### config.mk
export PLATFORM = sky130hd
export DESIGN_NAME = ir_fetch_ctrl_flat
export DESIGN_NICKNAME = d
export VERILOG_FILES = /design/src/rtl/ir_fetch_ctrl_if.sv /design/src/rtl/ir_fetch_ctrl.sv /design/src/flat_wrapper.sv
export SDC_FILE = /design/constraint.sdc
export NUM_CORES = 1
export LEC_CHECK = 0
export ABC_AREA = 1
export BUFFER_PORTS_ARGS = -buffer_cell sky130_fd_sc_hd__buf_4
export CORE_ASPECT_RATIO = 0.7
export CORE_UTILIZATION = 25
export DETAILED_ROUTE_END_ITERATION = 16
export MAX_ROUTING_LAYER = met4
export PLACE_DENSITY_LB_ADDON = 0.08
export SLEW_MARGIN = 20
export SYNTH_ARGS = -nofsm -noshare
export SYNTH_HDL_FRONTEND = slang
export SYNTH_SLANG_ARGS = --single-unit
export TNS_END_PERCENT = 30
### constraint.sdc
create_clock -name clk -period 3.65 [get_ports clk]
set_clock_uncertainty 0.1 [all_clocks]
set_input_delay 0.73 -clock clk [delete_from_list [all_inputs] [get_ports clk]]
set_output_delay 0.73 -clock clk [all_outputs]
set_load 0.1 [all_outputs]
### src/rtl/ir_fetch_ctrl_if.sv
// ir_fetch_ctrl_if: fetch bus between the fetch requester and instruction memory / decode
//   o_addr  : instruction memory word address (master -> slave)
//   o_req   : read enable for o_addr this cycle
//   o_pc    : address tag of the word currently presented to decode
//   o_valid : the word at decode is architecturally valid
interface ir_fetch_ctrl_if #(
    parameter int ADDR_W = 16
);
    logic [ADDR_W-1:0] o_addr;
    logic              o_req;
    logic [ADDR_W-1:0] o_pc;
    logic              o_valid;

    modport master (output o_addr, o_req, o_pc, o_valid);
    modport slave  (input  o_addr, o_req, o_pc, o_valid);
endinterface

### src/rtl/ir_fetch_ctrl.sv
// ir_fetch_ctrl: instruction fetch requester with 2-cycle tag pipeline, stall hold and redirect squash
//   clk, rst      : clock, synchronous active-high reset
//   stall         : pipeline stall (same signal the IR cache controller sees)
//   redirect      : branch/jump taken this cycle, target on redirect_pc
//   bus (master)  : o_addr/o_req to instruction memory, o_pc/o_valid to decode
//   o_bubble_cnt  : saturating count of invalid decode cycles when IR_FETCH_PERF_EN is defined, else 0
module ir_fetch_ctrl #(
    parameter int                ADDR_W   = 16,
    parameter logic [ADDR_W-1:0] RESET_PC = '0
) (
    input  logic              clk,
    input  logic              rst,
    input  logic              stall,
    input  logic              redirect,
    input  logic [ADDR_W-1:0] redirect_pc,
    ir_fetch_ctrl_if.master   bus,
    output logic [15:0]       o_bubble_cnt
);
    logic [ADDR_W-1:0] pc_r, pc_next, d1_pc, d2_pc, hold_pc;
    logic              run_r, req, valid;
    logic              d1_valid, d2_valid, hold_valid;
    logic              stall_1_r, stall_2_r;

    // rst gates the request so the memory sees no read during a mid-run reset
    always_comb begin
        req     = run_r & ~stall & ~rst;
        pc_next = redirect ? redirect_pc : req ? pc_r + ADDR_W'(1) : pc_r;
        valid   = stall_2_r ? hold_valid : d2_valid;
    end

    // d1/d2 track the 2-cycle memory latency; a redirect kills both younger fetches
    always_ff @(posedge clk) begin
        if (rst) begin
            pc_r       <= RESET_PC;
            run_r      <= 1'b0;
            d1_pc      <= '0;
            d1_valid   <= 1'b0;
            d2_pc      <= '0;
            d2_valid   <= 1'b0;
            stall_1_r  <= 1'b0;
            stall_2_r  <= 1'b0;
            hold_pc    <= '0;
            hold_valid <= 1'b0;
        end else begin
            pc_r      <= pc_next;
            run_r     <= 1'b1;
            d1_pc     <= pc_r;
            d1_valid  <= req & ~redirect;
            d2_pc     <= d1_pc;
            d2_valid  <= d1_valid & ~redirect;
            stall_1_r <= stall;
            stall_2_r <= stall_1_r;
            if (!stall_2_r) begin
                hold_pc    <= d2_pc;
                hold_valid <= d2_valid;
            end
        end
    end

    assign bus.o_addr  = pc_r;
    assign bus.o_req   = req;
    assign bus.o_pc    = stall_2_r ? hold_pc : d2_pc;
    assign bus.o_valid = valid;

`ifdef IR_FETCH_PERF_EN
    logic [15:0] bubble_r;

    always_ff @(posedge clk) begin
        if (rst)
            bubble_r <= '0;
        else if (!valid && bubble_r != 16'hFFFF)
            bubble_r <= bubble_r + 16'd1;
    end

    assign o_bubble_cnt = bubble_r;
`else
    assign o_bubble_cnt = '0;
`endif
endmodule

### src/flat_wrapper.sv
// flat-port wrapper written by rule: the top's interface ports become plain ports
module ir_fetch_ctrl_flat 
#(
    parameter int                ADDR_W   = 16,
    parameter logic [ADDR_W-1:0] RESET_PC = '0
)
  (clk, rst, stall, redirect, redirect_pc, o_bubble_cnt, bus_o_addr, bus_o_req, bus_o_pc, bus_o_valid);
  ir_fetch_ctrl_if #(.ADDR_W(ADDR_W)) bus_i ();
  input  logic clk;
  input  logic rst;
  input  logic stall;
  input  logic redirect;
  input  logic [ADDR_W-1:0] redirect_pc;
  output logic [15:0] o_bubble_cnt;
  output wire logic [$bits(bus_i.o_addr)-1:0] bus_o_addr;
  output wire logic [$bits(bus_i.o_req)-1:0] bus_o_req;
  output wire logic [$bits(bus_i.o_pc)-1:0] bus_o_pc;
  output wire logic [$bits(bus_i.o_valid)-1:0] bus_o_valid;
  assign bus_o_addr = bus_i.o_addr;
  assign bus_o_req = bus_i.o_req;
  assign bus_o_pc = bus_i.o_pc;
  assign bus_o_valid = bus_i.o_valid;
  ir_fetch_ctrl #(.ADDR_W(ADDR_W), .RESET_PC(RESET_PC)) u_core (.clk(clk), .rst(rst), .stall(stall), .redirect(redirect), .redirect_pc(redirect_pc), .bus(bus_i), .o_bubble_cnt(o_bubble_cnt));
endmodule
# Word level (Yosys, flattened, before mapping)
# Cells that the tools add are included.
dict set report totals {
  out_inout_bits 50
  reg_bits 70
  in_bits 20
  ram_bits 0
  romBits 0
  word_cells 24
  mem_count 0
  latchBits 0
}
dict set report classes {
  mul 0
  n_eq_ne 0
  mux 5
  div 0
  shift 0
  n_addsub 1
  bitwise_logic 7
  n_reduce_logical 1
  n_lt_le_gt_ge 0
}
# cell count
set op_table {}
lappend op_table {{$mux W16} 3}
lappend op_table {{$add A16 B1 Y16 const B} 1}
lappend op_table {{$and A1 B1 Y1} 4}
lappend op_table {{$not A1 Y1} 3}
lappend op_table {{$mux W1} 2}
lappend op_table {{$reduce_bool A2 Y1} 1}

# Logic depth before layout (Yosys ltp)
# Gate-level depths: netlist (run 1).
dict set report depth {
  ltp_word 5
  ltp_mapped 9
  ltp_nobuf 9
}

# Worst setup path before layout (run 1)
# OpenSTA, ideal clock, no wires.
dict set report synth_timing {
  kind {input-to-output}
  from {input stall}
  to {output bus_o_req}
  setup_slack_ns 1.341
  path_stages 3
  arrival_ns 1.479
  n_path_buf 0
  path_cell_list {inv_1 -> nand2_1 -> nor2_4}
}
dict set report synth_between {
  elab_chain_len 3
}
# element line
set synth_rtl {}
lappend synth_rtl {{from (decl)} flat_wrapper.sv:11} ;# input logic stall;
lappend synth_rtl {{$not A1 Y1} ir_fetch_ctrl.sv:26} ;# req = run_r & ~stall & ~rst;
lappend synth_rtl {{$and A1 B1 Y1 (2 in a row)} ir_fetch_ctrl.sv:26}
lappend synth_rtl {{to (decl)} flat_wrapper.sv:16} ;# output wire logic [$bits(bus_i.o_req)-1:0] bus_o_req;
# No other way between the ends.

# Worst setup path after layout (run 1)
dict set report layout_timing {
  from {register u_core.stall_2_r}
  to {output bus_o_valid}
}
dict set report layout_between {
  elab_chain_len 1
}
# element line
set layout_rtl {}
lappend layout_rtl {{from (decl)} ir_fetch_ctrl.sv:22} ;# logic stall_1_r, stall_2_r;
lappend layout_rtl {{from (signal assigned)} ir_fetch_ctrl.sv:52} ;# stall_2_r <= stall_1_r;
lappend layout_rtl {{$mux W1} ir_fetch_ctrl.sv:28} ;# valid = stall_2_r ? hold_valid : d2_valid;
lappend layout_rtl {{to (decl)} flat_wrapper.sv:18} ;# output wire logic [$bits(bus_i.o_valid)-1:0] bus_o_valid;
# No other way between the ends.

==> results of run 1 <==
[layout by cell type, fill, tap and decap left out, drive strengths merged]
cell      count
conb         16
nand2       108
nand3        17
a211oi        1
xnor2         1
a21oi        24
ha            1
clkinv        3
clkinvlp      3
inv          45
dfxtp        70
nand4         1
clkbuf       12
buf          55
or2           1
nor3          3
a31oi         4
o21ai        16
nor2         55
xor2          3
[stage by stage]
stage          total power, mW  hold slack, ns  setup WS, ns  area (um^2)
2_1_floorplan             1.10           0.288          1.34         2890
3_3_place_gp              1.16           0.294          1.18         3310
3_5_place_dp              1.16           0.292          1.20         3310
4_1_cts                   1.99           0.300         0.840         3600
5_1_grt                   2.05           0.315         0.641         3600
6_report                  1.96           0.296         0.944         3600
[worst max-delay path, cell delays in order, from the launching register on]
cell and delay [ns]:
dfxtp_1 0.30, buf_4 0.22, clkinv_1 0.46, nand2_1 0.22
nand2_1 0.10, buf_4 0.24
[how the worst min path moves through the flow]
stage,to,slack (ns),startpoint,cells past startpoint
after floorplan,u_core.d2_pc[0]$_SDFF_PP0_,0.29,u_core.d1_pc[0]$_SDFF_PP0_,2
after global placement,u_core.d2_pc[11]$_SDFF_PP0_,0.29,u_core.d1_pc[11]$_SDFF_PP0_,2
after detailed placement,u_core.d2_pc[11]$_SDFF_PP0_,0.29,u_core.d1_pc[11]$_SDFF_PP0_,2
after CTS,u_core.d2_pc[11]$_SDFF_PP0_,0.30,u_core.d1_pc[11]$_SDFF_PP0_,2
after global routing,u_core.stall_2_r$_SDFF_PP0_,0.31,u_core.stall_1_r$_SDFF_PP0_,2
final,u_core.d2_pc[8]$_SDFF_PP0_,0.30,u_core.d1_pc[8]$_SDFF_PP0_,2
[Yosys cell counts (all sizes together), types with 2 or more instances]
master	count	area, um^2
a21oi	24	124
dfxtp	70	1400
buf	28	183
nor3	3	26.3
a31oi	4	25.0
clkinv	2	12.5
nor2	55	233
o21ai	16	80.1
nand3	17	90.1
inv	45	171
xor2	3	26.3
nand2	108	415
[sequential cells by signal (all words and copies together) (netlist names)]
name / flops
u_core.stall_2_r: 1
u_core.hold_valid: 1
u_core.d1_valid: 1
u_core.d1_pc: 16
u_core.stall_1_r: 1
u_core.run_r: 1
u_core.hold_pc: 16
u_core.d2_valid: 1
u_core.bus.o_addr: 16
u_core.d2_pc: 16
[cells by family after synthesis]
logic type | after synthesis | synth area share
adder cells (fa/ha/maj) | 1 | 0.00442
buffers and inverters | 75 | 0.129
AO/OA/AOI/OAI | 45 | 0.0835
XOR/XNOR | 4 | 0.0124
other | 1 | 0.00132
flip-flops | 70 | 0.495
AND/OR/NAND/NOR | 185 | 0.274
[power by group through the flow]
| stage | Combinational [mW] | Clock (mW) | Sequential [mW] |
|---|---|---|---|
| floorplan | 0.195 | 0 | 0.905 |
| CTS | 0.327 | 0.852 | 0.812 |
| finish | 0.323 | 0.825 | 0.812 |
| detailed placement | 0.326 | 0 | 0.829 |
| global placement | 0.326 | 0 | 0.830 |
| global route | 0.343 | 0.891 | 0.816 |
[area by class of cell]
type                       instances  area [um^2]  area share
clock buffer                      12          256      0.0713
clock inverter                     4         31.3     0.00869
inverter                          47          184      0.0511
multi-input combinational        251         1120       0.312
sequential                        70         1400       0.389
tap                              153          191      0.0532
timing repair buffer              55          413       0.115
[layer usage]
layer | part of all wire | global-route usage | vias up
met2 | 0.43 | 0.201 | 57
met3 | 0.055 | 0.0336 | 10
li1 | - | - | 1246
met1 | 0.50 | 0.174 | 1107
met4 | 0.014 | 0.0559 | 0
met5 | 0 | - | -
==> metrics.cfg, run 1 <==
[synth]
ys_types = 30
synth_flop_cell = dfxtp_1
synth-async-reset-ratio = 0
syn_area_um2 = 2830
synth_edf_count = 0
synth_seq_cells = 70
synthCells = 381
syn_avg_cell_area_um2 = 7.43
yosysSeqAreaShare = 0.495
yosysWarnings = 0

[sta]
rsz0062_at_grt = no
fin_crit_sh = 0.741
period_minus_slack_ns = 2.71
maxSlewHeadroom = 0.586
fmax_mhz = 370
report.final.setup_viol = 0
hold_viol = 0
finalSetupTns_ns = 0
tightestPinTransition_ns = 0.621
slew_viol_final = 0

[power_and_ir_drop]
p_switching_mw = 0.612
power_density_nw_per_um2 = 545
p_comb_frac = 0.165
sw_frac_of_total = 0.312
ir_worst_vdd_mv = 0.216
intPower_mw = 1.35
leakage_nw = 1.64
seqPwrFrac = 0.414
pwr-share-clk = 0.421

[finish]
area_growth_pct = 27.0
n_antenna_cell = 0
fillers = 1235
final_nets = 455
instances_no_fill = 592
postLayoutCoreUtil = 0.327
final_layout_size_suffix_gt1_frac = 0.185

[clocking]
clkLatencyLatePin_ns = 0.33
cts_tree = built
post_cts_buffers = 0
cts.clk_slew.worst_paths_ns = 0.06
root_buffer = clkbuf_16
clk_path_buf_depth = 2
cts_made_buffers = 9
postCtsResizedCells = 0
holdBufCountCts = 0
clock-sinks = 70
htree_levels = 3

[setup_path]
worst_setup_path_start_kind = flop
worstReg2RegStart = u_core.bus.o_addr[1]$_SDFFE_PP0P_
cp.required_ns = 2.82
r2r_setup_slack_ns = 2.02
crit_fanout = 18
critical_path_class = flop to output port
cp-end-kind = output port
endpoint = bus_o_valid
crit_arrival_ns = 1.88
r2r-end = u_core.bus.o_addr[14]$_SDFFE_PP0P_
rr_worst_depth = 7
crit_start = u_core.stall_2_r$_SDFF_PP0_

[placed_design]
gp_congestion = 0.754
dp.cells = 576
io_buffers = 53
hpwl_um = 4900

[routing]
ant_nets = 0
via_per_inst = 4.09
remaining_drc_errors = 0
wl_per_cell_um = 11.8
drtPass1Iterations = 4
first_iter_violations = 117
vias = 2420
finalWirelength_um = 6980

[min_path]
worstHoldPathType = flop to flop

[global_routing]
grt_max_degree = 59
globalRouteTotalUtil = 0.135
grt_overflow_total = 0
grt_pass1_wl_um = 11600
antenna_found_initial = 0
grt_pass1_vias = 2333

[outcome]
status = finished, final reports clean

[floorplanning]
die_h_um = 91.1
core.rowCount = 32
die_w_um = 129
dieArea_um2 = 11800
ioPinCount = 70
coreArea_um2 = 11000
initial_core_util = 0.257

[flow_run]
cap_violations = 0

No activity file was read; power rests on OpenSTA's default activity.
==> inputs of run 2 (changes only) <==
Settings changed: ABC_AREA 1 to 0.
Clock period 3.65 ns to 2.5 ns, I/O delays scaled along.
==> run 2 against run 1 <==
The flow now finishes with violations (DRC). Count of clock-buffer cells in the layout down 1. Final area fell by 4.3%. Sequential share of layout area rose by 1.8 points. Worst hold slack gained 0.017 ns. Setup slack worse by 0.55 ns. Die area is 5.6% lower. Largest cell class unchanged.
==> metrics.cfg, run 2 <==
[outcome]
status = complete, but fails checks
violations = DRC

[clocking]
cts_tree = built
clk_path_buf_depth = 2  ; unchanged
post_cts_buffers = 0  ; unchanged
clkLatencyLatePin_ns = 0.33  ; about the same
clock-sinks = 70  ; unchanged
cts_made_buffers = 9  ; unchanged
cts.clk_slew.worst_paths_ns = 0.05  ; about the same
holdBufCountCts = 0  ; unchanged
postCtsResizedCells = 0  ; unchanged
htree_levels = 3  ; unchanged
root_buffer = clkbuf_16

[power_and_ir_drop]
sw_frac_of_total = 0.294  ; -0.0181
p_comb_frac = 0.165  ; about the same
power_density_nw_per_um2 = 846  ; +55%
leakage_nw = 1.52  ; -6.9%
seqPwrFrac = 0.410  ; -0.004
p_switching_mw = 0.856  ; +40%
pwr-share-clk = 0.425  ; +0.004
intPower_mw = 2.06  ; +53%
p_total_mw = 2.91  ; +49%
ir_worst_vdd_mv = 0.352  ; +63%

[global_routing]
globalRouteTotalUtil = 0.118  ; -0.0174
antenna_found_initial = 0  ; unchanged
grt_pass1_vias = 1620  ; -31%
grt_pass1_wl_um = 9250  ; -21%
grt_max_degree = 31  ; -47%
grt_overflow_total = 0  ; unchanged

[finish]
n_antenna_cell = 0  ; unchanged
final_nets = 338  ; -26%
postLayoutCoreUtil = 0.332  ; +0.00555
final_common_cell = dfxtp_1
final_cell_mix = dfxtp_1, buf_4, nor2b_1
area_growth_pct = 28.9
final_layout_size_suffix_gt1_frac = 0.287  ; +0.102

[synth]
synth_edf_count = 0  ; unchanged
synth_common_cells = dfxtp_1, nor2b_1, mux2_2, and2_1, buf_4
yosysWarnings = 0  ; unchanged
synthCells = 264  ; -31%
ys_types = 34  ; +13%
synth_most_common_cell = dfxtp_1
syn_avg_cell_area_um2 = 10.1  ; +36%
syn_area_um2 = 2670  ; -5.7%
yosysSeqAreaShare = 0.525  ; +0.0301
yosysTopAreaCell = dfxtp_1
synth-async-reset-ratio = 0  ; unchanged
synth_flop_cell = dfxtp_1
synth_area_leaders = dfxtp_1, mux2_2, nor2b_1
synth_seq_cells = 70  ; unchanged
synth_top_area_frac = 0.525  ; +0.0301

[min_path]
worstHoldPathType = primary input to flop
hold_depth = 3  ; +1
whs_endpoint = u_core.bus.o_addr[1]$_SDFFE_PP0P_
holdCritStartpoint = redirect_pc[1]

[setup_path]
crit_top_cell = buf_4
r2r-end = u_core.bus.o_addr[15]$_SDFFE_PP0P_
worstReg2RegStart = u_core.bus.o_addr[5]$_SDFFE_PP0P_
cp.required_ns = 1.90  ; -0.92 ns
critical_path_class = flop to output port
crit_family = buffers and inverters
cp-end-kind = output port
slowest_delay_ns = 0.38  ; -0.08 ns
crit_buf_inv = 2  ; -1
crit_chain = buf_4 -> mux2_2 -> buf_4
crit_slowest_cell = mux2_2
worst_setup_path_start_kind = flop
crit_fanout = 17  ; -1
worstSetupPathDepth = 3  ; -2
crit_arrival_ns = 1.51  ; -0.37 ns
r2r_setup_slack_ns = 0.53  ; -1.49 ns
rr_worst_depth = 4  ; -3

[sta]
hold_viol = 0  ; unchanged
fin_crit_sh = 0.844
slew_viol_final = 0  ; unchanged
fmax_mhz = 474
report.final.setup_viol = 0  ; unchanged
setup_ws_ns = 0.389  ; -0.554 ns
rsz0062_at_grt = no
period_minus_slack_ns = 2.11
finalSetupTns_ns = 0  ; unchanged

[placed_design]
hpwl_um = 4130  ; -16%
dp_slack_ns = 0.546  ; -0.657 ns
io_buffers = 53  ; unchanged
gp_congestion = 0.705  ; -6.5%

[flow_run]
cap_violations = 0  ; unchanged

[routing]
first_iter_violations = 71  ; -39%
vias = 1790  ; -26%
ant_nets = 0  ; unchanged
finalWirelength_um = 5860  ; -16%
via_per_inst = 3.95  ; -3.3%
wl_per_cell_um = 12.9  ; +9.8%
drtPass1Iterations = 10  ; +6
remaining_drc_errors = 3  ; +3

[floorplanning]
die_h_um = 88.5  ; -2.8%
die_w_um = 126  ; -2.9%
core.rowCount = 31  ; -3.1%
dieArea_um2 = 11100  ; -5.6%
initial_core_util = 0.258  ; +0.000550
ioPinCount = 70  ; unchanged
coreArea_um2 = 10400  ; -5.9%

-- run 2: worst max path at each step --
stage               slack (ns)                                  to                         startpoint
floorplan                -0.13  u_core.bus.o_addr[15]$_SDFFE_PP0P_  u_core.bus.o_addr[6]$_SDFFE_PP0P_
global route              0.31                         bus_o_pc[9]        u_core.stall_2_r$_SDFF_PP0_
global placement          0.57  u_core.bus.o_addr[15]$_SDFFE_PP0P_                              stall
detailed placement        0.55   u_core.bus.o_addr[4]$_SDFFE_PP0P_                              stall
CTS                       0.36                         bus_o_pc[8]        u_core.stall_2_r$_SDFF_PP0_
finish                    0.39                         bus_o_pc[9]        u_core.stall_2_r$_SDFF_PP0_
-- run 2: logic make-up (layout without fill, tap and decap cells) --
| logic type | after synthesis | count (layout) | synth area share |
|---|---|---|---|
| buffers and inverters | 46 | 88 | 0.0876 |
| other | 1 | 16 | 0.00140 |
| muxes | 21 | 21 | 0.0872 |
| adders and majority gates | 1 | 1 | 0.00469 |
| AOI/OAI and AO/OA | 27 | 27 | 0.0679 |
| DFF | 70 | 70 | 0.525 |
| and+or+nand+nor | 87 | 87 | 0.190 |
| xor gates and xnor gates | 11 | 11 | 0.0361 |
-- run 2: worst register-to-register path, stage by stage, from the launching register on --
cell and delay, ns:
dfxtp_1 0.46, nand4_2 0.18, or3_1 0.47, o31a_1 0.33, o311a_1 0.32
-- run 2: through the flow --
step	hold slack, ns	area [um^2]	std cells
finish	0.313	3440	453
global route	0.303	3440	453
CTS	0.296	3440	453
detailed placement	0.320	3150	438
global placement	0.323	3150	438
floorplan	0.314	2730	279
-- run 2: power groups by stage --
stage,Combinational (mW),Sequential [mW],Clock (mW)
floorplan,0.286,1.34,0
global placement,0.487,1.22,0
detailed placement,0.486,1.22,0
CTS,0.487,1.19,1.28
global route,0.506,1.20,1.34
finish,0.481,1.19,1.24
-- run 2: per-layer routing --
layer  global-route usage  part of all wire  vias up
li1                     -                 -      937
met1                0.162              0.55      794
met2                0.150              0.39       50
met3               0.0411             0.051        9
met4               0.0565             0.017        0
met5                    -                 0        -
-- run 2: area by class of cell --
type / count / area, um^2
Fill cell: 1073 / 6910
Sequential cell: 70 / 1400
Multi-Input combinational cell: 163 / 1090
Timing Repair Buffer: 58 / 435
Clock buffer: 11 / 243
Tap cell: 132 / 165
Inverter: 15 / 56.3
Clock inverter: 4 / 47.5
